## config.mk

```make
export PLATFORM = sky130hd
export DESIGN_NAME = branch_ctrl
export DESIGN_NICKNAME = d
export VERILOG_FILES = /design/src/rtl/branch_pkg.sv /design/src/rtl/branch_taken_dec.sv /design/src/rtl/branch_ctrl.sv
export SDC_FILE = /design/constraint.sdc
export NUM_CORES = 1
export LEC_CHECK = 0
export ABC_AREA = 1
export BUFFER_PORTS_ARGS = -buffer_cell sky130_fd_sc_hd__buf_2
export CAP_MARGIN = 10
export CORE_MARGIN = 4
export CORE_UTILIZATION = 45
export DETAILED_ROUTE_END_ITERATION = 6
export PLACE_DENSITY = 0.72
export SETUP_SLACK_MARGIN = 0.4
export SLEW_MARGIN = 15
export SYNTH_ARGS = -nofsm -noshare
export SYNTH_HDL_FRONTEND = slang
export SYNTH_HIERARCHICAL = 1
export SYNTH_SLANG_ARGS = --single-unit
```

## constraint.sdc

```tcl
create_clock -name clk -period 12.27 [get_ports clk]
set_input_delay 1.227 -clock clk [delete_from_list [all_inputs] [get_ports clk]]
set_output_delay 1.227 -clock clk [all_outputs]
set_load 0.03 [all_outputs]
```

## src/rtl/branch_pkg.sv

```systemverilog
// -----------------------------------------------------------------------------
// branch_pkg
// Shared definitions for the execute-stage branch controller:
//   - conditional-branch funct3 encodings
//   - controller FSM state encoding
//   - helper that sizes the post-redirect flush down-counter
// Also provides a default for the REG_WIDTH macro when the build does not
// define one, so PC/immediate/target width follows the core configuration.
// -----------------------------------------------------------------------------
`ifndef REG_WIDTH
`define REG_WIDTH 32
`endif

package branch_pkg;

    // Conditional-branch funct3 encodings (010 and 011 are unused/illegal).
    localparam logic [2:0] BEQ  = 3'b000;
    localparam logic [2:0] BNE  = 3'b001;
    localparam logic [2:0] BLT  = 3'b100;
    localparam logic [2:0] BGE  = 3'b101;
    localparam logic [2:0] BLTU = 3'b110;
    localparam logic [2:0] BGEU = 3'b111;

    // Controller sequencing states.
    typedef enum logic [1:0] {
        ST_IDLE     = 2'd0,
        ST_COMPARE  = 2'd1,
        ST_REDIRECT = 2'd2,
        ST_FLUSH    = 2'd3
    } branch_state_e;

    // Width of the flush down-counter; one extra bit so FLUSH_DEPTH-1 always
    // fits, including the power-of-two depths.
    function automatic int flush_cnt_width(input int depth);
        return $clog2(depth) + 1;
    endfunction

endpackage

```

## src/rtl/branch_taken_dec.sv

```systemverilog
// -----------------------------------------------------------------------------
// branch_taken_dec
// Purely combinational branch outcome decode. Kept separate so a future
// predictor-update path can reuse exactly the same taken/illegal rules.
//
// Ports:
//   funct3_i  [2:0] in  : branch funct3
//   eq_i            in  : comparator equal result
//   lt_i            in  : comparator less-than result
//   taken_o         out : branch condition is true (legal funct3 only)
//   illegal_o       out : funct3 is 010 or 011
//   un_o            out : comparator must use the unsigned compare
// -----------------------------------------------------------------------------
module branch_taken_dec
    import branch_pkg::*;
(
    input  logic [2:0] funct3_i,
    input  logic       eq_i,
    input  logic       lt_i,
    output logic       taken_o,
    output logic       illegal_o,
    output logic       un_o
);

    always_comb begin
        taken_o   = 1'b0;
        illegal_o = 1'b0;
        case (funct3_i)
            BEQ:        taken_o   = eq_i;
            BNE:        taken_o   = !eq_i;
            BLT, BLTU:  taken_o   = lt_i;
            BGE, BGEU:  taken_o   = !lt_i;
            default:    illegal_o = 1'b1;
        endcase
    end

    // BLTU/BGEU are the only encodings with bit 1 set among legal branches.
    assign un_o = funct3_i[1];

endmodule

```

## src/rtl/branch_ctrl.sv

```systemverilog
// -----------------------------------------------------------------------------
// branch_ctrl
// Execute-stage sequencing controller for the external branch comparator.
// Accepts one conditional branch at a time from decode, enables the
// comparator for one (possibly stalled) COMPARE cycle, resolves the outcome,
// and on a taken branch issues a one-cycle PC redirect followed by a flush of
// FLUSH_DEPTH cycles in total. Static prediction is not-taken, so only taken
// branches redirect. Keeps saturating counts of resolved and taken branches.
//
// Parameters:
//   REG_WIDTH   : width of PC, immediate and redirect target
//   FLUSH_DEPTH : cycles flush is held per taken branch (1..8)
//   CNT_WIDTH   : width of the statistics counters
//
// Ports:
//   clk, rst              : clock, synchronous active-high reset
//   br_valid / br_ready   : decode handshake for a branch
//   br_funct3/br_pc/br_imm: branch payload (imm already sign-extended)
//   stall                 : pipeline stall; holds IDLE/COMPARE only
//   cmp_en, br_un         : comparator enable and unsigned-select
//   br_eq, br_lt          : comparator results, sampled at end of COMPARE
//   redirect, redirect_pc : one-cycle taken pulse and branch target
//   flush                 : kill younger instructions
//   illegal               : one-cycle pulse for funct3 010/011
//   branch_cnt, taken_cnt : saturating statistics
// -----------------------------------------------------------------------------
module branch_ctrl
    import branch_pkg::*;
#(
    parameter int REG_WIDTH   = `REG_WIDTH,
    parameter int FLUSH_DEPTH = 2,
    parameter int CNT_WIDTH   = 16
) (
    input  logic                 clk,
    input  logic                 rst,
    input  logic                 br_valid,
    output logic                 br_ready,
    input  logic [2:0]           br_funct3,
    input  logic [REG_WIDTH-1:0] br_pc,
    input  logic [REG_WIDTH-1:0] br_imm,
    input  logic                 stall,
    output logic                 cmp_en,
    output logic                 br_un,
    input  logic                 br_eq,
    input  logic                 br_lt,
    output logic                 redirect,
    output logic [REG_WIDTH-1:0] redirect_pc,
    output logic                 flush,
    output logic                 illegal,
    output logic [CNT_WIDTH-1:0] branch_cnt,
    output logic [CNT_WIDTH-1:0] taken_cnt
);

    localparam int FCW = flush_cnt_width(FLUSH_DEPTH);

    // Control state
    branch_state_e        state_q, state_d;
    logic [FCW-1:0]       fcnt_q, fcnt_d;
    logic                 illegal_q, illegal_d;
    logic [REG_WIDTH-1:0] rpc_q, rpc_d;
    logic [CNT_WIDTH-1:0] bcnt_q, bcnt_d;
    logic [CNT_WIDTH-1:0] tcnt_q, tcnt_d;

    // Captured branch payload (data only, no reset needed)
    logic [2:0]           funct3_q;
    logic [REG_WIDTH-1:0] pc_q;
    logic [REG_WIDTH-1:0] imm_q;

    logic accept;
    logic dec_taken;
    logic dec_illegal;
    logic dec_un;

    function automatic logic [CNT_WIDTH-1:0] sat_inc(input logic [CNT_WIDTH-1:0] v);
        return (&v) ? v : v + 1'b1;
    endfunction

    branch_taken_dec u_dec (
        .funct3_i  (funct3_q),
        .eq_i      (br_eq),
        .lt_i      (br_lt),
        .taken_o   (dec_taken),
        .illegal_o (dec_illegal),
        .un_o      (dec_un)
    );

    // Next-state and Moore outputs
    always_comb begin
        state_d   = state_q;
        fcnt_d    = fcnt_q;
        illegal_d = 1'b0;
        rpc_d     = rpc_q;
        bcnt_d    = bcnt_q;
        tcnt_d    = tcnt_q;
        accept    = 1'b0;
        br_ready  = 1'b0;
        cmp_en    = 1'b0;
        br_un     = 1'b0;
        redirect  = 1'b0;
        flush     = 1'b0;

        case (state_q)
            ST_IDLE: begin
                // Not ready while reset is asserted, so no branch is
                // half-accepted across a reset edge.
                br_ready = !stall && !rst;
                if (br_valid && br_ready) begin
                    accept  = 1'b1;
                    state_d = ST_COMPARE;
                end
            end

            ST_COMPARE: begin
                cmp_en = 1'b1;
                br_un  = dec_un;
                if (!stall) begin
                    if (dec_illegal) begin
                        illegal_d = 1'b1;
                        state_d   = ST_IDLE;
                    end else begin
                        bcnt_d = sat_inc(bcnt_q);
                        if (dec_taken) begin
                            tcnt_d  = sat_inc(tcnt_q);
                            // Target wraps modulo 2^REG_WIDTH by construction.
                            rpc_d   = pc_q + imm_q;
                            state_d = ST_REDIRECT;
                        end else begin
                            state_d = ST_IDLE;
                        end
                    end
                end
            end

            ST_REDIRECT: begin
                redirect = 1'b1;
                flush    = 1'b1;
                if (FLUSH_DEPTH > 1) begin
                    fcnt_d  = FCW'(FLUSH_DEPTH - 1);
                    state_d = ST_FLUSH;
                end else begin
                    state_d = ST_IDLE;
                end
            end

            ST_FLUSH: begin
                // The redirect cycle is the first flush cycle; this state
                // covers the remaining FLUSH_DEPTH-1 and ignores stall.
                flush = 1'b1;
                if (fcnt_q <= FCW'(1)) begin
                    fcnt_d  = '0;
                    state_d = ST_IDLE;
                end else begin
                    fcnt_d = fcnt_q - FCW'(1);
                end
            end

            default: begin
                state_d = ST_IDLE;
            end
        endcase
    end

    // Control registers
    always_ff @(posedge clk) begin
        if (rst) begin
            state_q   <= ST_IDLE;
            fcnt_q    <= '0;
            illegal_q <= 1'b0;
            rpc_q     <= '0;
            bcnt_q    <= '0;
            tcnt_q    <= '0;
        end else begin
            state_q   <= state_d;
            fcnt_q    <= fcnt_d;
            illegal_q <= illegal_d;
            rpc_q     <= rpc_d;
            bcnt_q    <= bcnt_d;
            tcnt_q    <= tcnt_d;
        end
    end

    // Branch payload capture
    always_ff @(posedge clk) begin
        if (accept) begin
            funct3_q <= br_funct3;
            pc_q     <= br_pc;
            imm_q    <= br_imm;
        end
    end

    assign illegal     = illegal_q;
    assign redirect_pc = rpc_q;
    assign branch_cnt  = bcnt_q;
    assign taken_cnt   = tcnt_q;

endmodule

```

==> metrics.csv <==
stage,metric,value,unit
placement,placed cell count,1372,
synth,number of storage elements in the synthesis netlist,136,
synth,count of synthesis-stage warnings from yosys,6,
setup_path,worst setup slack for register-to-register paths,10020,ps
clock_tree,count of clock tree sinks,136,
floorplan,number of placed I/O pins,143,
placement,setup slack after placement,8690,ps
setup_path,data required time of the worst path,11040,ps
route,drt first-iter violations,333,
global_route,maximum number of pins on one net before global-route repair,68,
floorplan,row count,47,
route,Vias,6593,
clock_tree,post-cts gate resize count,0,
sta,max-slew violations,0,
placement,weighted congestion at the end of routability-driven global placement,0.916,
power_and_ir_drop,Pleak,4.61,nW
floorplan,Initial Utilization,45.7,%
sta,Rel. slew slack,42.5,%
setup_path,maximum fanout along the worst path,45,
global_route,number of antenna violations at the first check in global routing,0,
route,average via count per standard cell,4.70,
setup_path,Setup crit end kind,output port,
placement,count of buffers from port buffering,142,
placement,hpwl dp,13.0,mm
global_route,global-route wire length before repair,28.0,mm
setup_path,"Slowest-stage cell, CP",buf_2,
cells_and_area,most frequent cells in the layout,"307 x nand2_1, 172 x inv_1, 142 x buf_2",
synth,Post-synth EDFFs,67,
clock_tree,clock tree from TritonCTS,yes,
clock_tree,setup repair bufs after CTS,0,
synth,Post-Synthesis Cells,1025,
sta,unrepaired setup endpoints after global routing,no,
placement,cell area after placement,8460,um2
setup_path,reg-to-reg endpoint,taken_cnt[8],
clock_tree,clock insertion delay at the later pin of the skew report,410,ps
setup_path,worst reg2reg path startpoint,funct3_q[1],
setup_path,WS Path Type,in2out,
floorplan,x dimension of the die,137,um
synth,post-synthesis average cell area,7.36,um2
min_path,HP Start,taken_cnt[4],
global_route,via count of the first global-routing pass,6107,
route,number of iterations in the first detailed-routing pass,5,
sta,min setup slack post-route,8700,ps
floorplan,height of the die,137,um
route,routed length per placed instance,12.3,um
job,maximum capacitance violations,0,
synth,synth unique cells,38,
cells_and_area,layout cells sized above 1,16.7,%
power_and_ir_drop,total power draw,1.15,mW
setup_path,arrival time of the worst setup path,2340,ps
synth,proportion of synthesized chip area in sequential cells,45.0,%
floorplan,core box area,16500,um2
sta,Final Hold Violating Endpoints,0,
clock_tree,clock-pin slew reported for the worst setup and hold paths after clock tree synthesis,60,ps
sta,Final Hold Slack,477,ps
synth,Async SR Flop Fraction,0,%
floorplan,die area,18900,um2
cells_and_area,most frequent standard cell in the layout excluding fill and tap cells,nand2_1,
run_status,run status,"complete, no violations",
synth,dominant register cell in the synthesized netlist,dfxtp_1,
sta,transition time of the tightest slew-check pin,862,ps
route,drt drc,0,
sta,Max Freq,0.280,GHz
setup_path,Setup crit start kind,input pin,
min_path,end point of the most critical hold path,taken_cnt[4],
cells_and_area,non-filler instance count after layout,1404,
clock_tree,Max H-tree Level,4,
global_route,GR Overflow Total,0,
cells_and_area,final net count,1278,
sta,post-layout minimum cycle time,3570,ps
cells_and_area,summed area of non-filler cells in the final layout,9120,um2
sta,worst clock skew on the final layout,6.92,ps
sta,number of setup violations in the final report,0,
cells_and_area,Finished Core Util,55.2,%
synth,top cells by area in the synthesized netlist,"edfxtp_1 27%, dfxtp_1 18%, nand2_1 15%, inv_1 8.6%, nor2_1 7.0%",
cells_and_area,antenna diode count,0,
synth,Synth Net Count,1132,
setup_path,list of cells traversed by the critical path,"buf_2, nor2_1, inv_1, nor2_1, buf_2",
cells_and_area,Fillers,1567,
route,detailed-route wire length,17.2,mm
setup_path,Worst Reg2Reg Path Length in Cells,14,
global_route,GR Util All Layers,18.7,%
synth,total standard cell area after synthesis,7550,um2
clock_tree,CTS Buffer Depth,2,
sta,final cycle utilization of the critical path,29.1,%
power_and_ir_drop,power density over the cells,126,nW/um2
cells_and_area,area growth from synthesis to layout,20.8,%
clock_tree,total CTS buffers,17,
synth,area share of the leading cell type in the synthesized netlist,26.7,%
min_path,worst hold path cell count,2,
sta,sum of negative setup slack,0,ps
route,post-route ant nets,0,
setup_path,worst stage delay on the critical path,650,ps
power_and_ir_drop,maximum vdd drop,96.9,uV
synth,cell type with the largest total area after synthesis,edfxtp_1,
min_path,worst min-delay path class,reg2reg,
clock_tree,hold buffer count at cts,0,
clock_tree,Root Driver,clkbuf_16,
## synth_stat cells (2+ instances only)
library cell and instances:
buf_1 2, inv_2 5, nor2_1 141, nand3_2 2
nor3_4 2, clkbuf_1 8, nand4_1 5, xnor2_1 10
a21oi_1 50, nor3_1 11, nand2_1 307, ha_1 33
xor2_1 19, buf_4 2, inv_1 172, nand2_2 4
dfxtp_1 69, edfxtp_1 67, nand3_1 59, nor3_2 3
nor2_4 2, buf_6 2, buf_2 3, o21bai_1 3
o21ai_1 15, o21ai_0 17
## where the power goes
part	total [mW]	leakage (nW)	switching, mW	internal [mW]
clock network	0.549	0.330	0.191	0.358
logic	0.104	3.11	0.0678	0.0359
registers	0.494	1.17	0.00506	0.489
## worst max-delay path by stage
stage / from / endpoint / slack (ps) / depth (start not counted)
detailed placement: rst / br_ready / 8690 / 5
CTS: rst / br_ready / 8670 / 5
global route: rst / br_ready / 8590 / 5
global placement: rst / br_ready / 8690 / 5
floorplan: rst / funct3_q[0] / 7370 / 4
finish: rst / br_ready / 8700 / 5
## flip-flops by register name, indices dropped and copies added (netlist names), named ones only
register / flops
fcnt_q: 2
taken_cnt: 16
imm_q: 32
illegal: 1
state_q: 1
pc_q: 32
redirect_pc: 32
branch_cnt: 16
funct3_q: 3
## routing by layer
layer / vias up / share of wire, % / wire [um] / global-route usage (%)
met4: 0 / 2.4 / 409 / 7.26
met2: 163 / 46 / 7970 / 29.8
li1: 3500 / - / - / -
met5: - / 0 / 0 / 0
met1: 2900 / 46 / 7850 / 24.6
met3: 30 / 5.7 / 987 / 4.38
## worst max-delay path, delay by kind of cell
family	cells	cell delay (ps)
AND/OR/NAND/NOR	2	180
buffers and inverters	3	930
## final cells by class
cell class	count	area, um2	share of cell area [%]
Clock inverter	9	101	1.11
Timing Repair Buffer	144	726	7.96
Sequential cell	136	3390	37.2
Multi-Input combinational cell	695	3410	37.3
Clock buffer	23	553	6.06
Tap cell	220	275	3.02
Inverter	177	664	7.29
## logic make-up after synthesis
kind of cell	count (synthesis)	share of synthesized area, %
buffers and inverters	194	10.0
adders and majority gates	34	5.74
and+or+nand+nor	540	29.5
AOI/OAI and AO/OA	92	6.45
DFF	136	45.0
xor gates and xnor gates	29	3.37
Note: power is estimated with default switching activity, not from simulation.
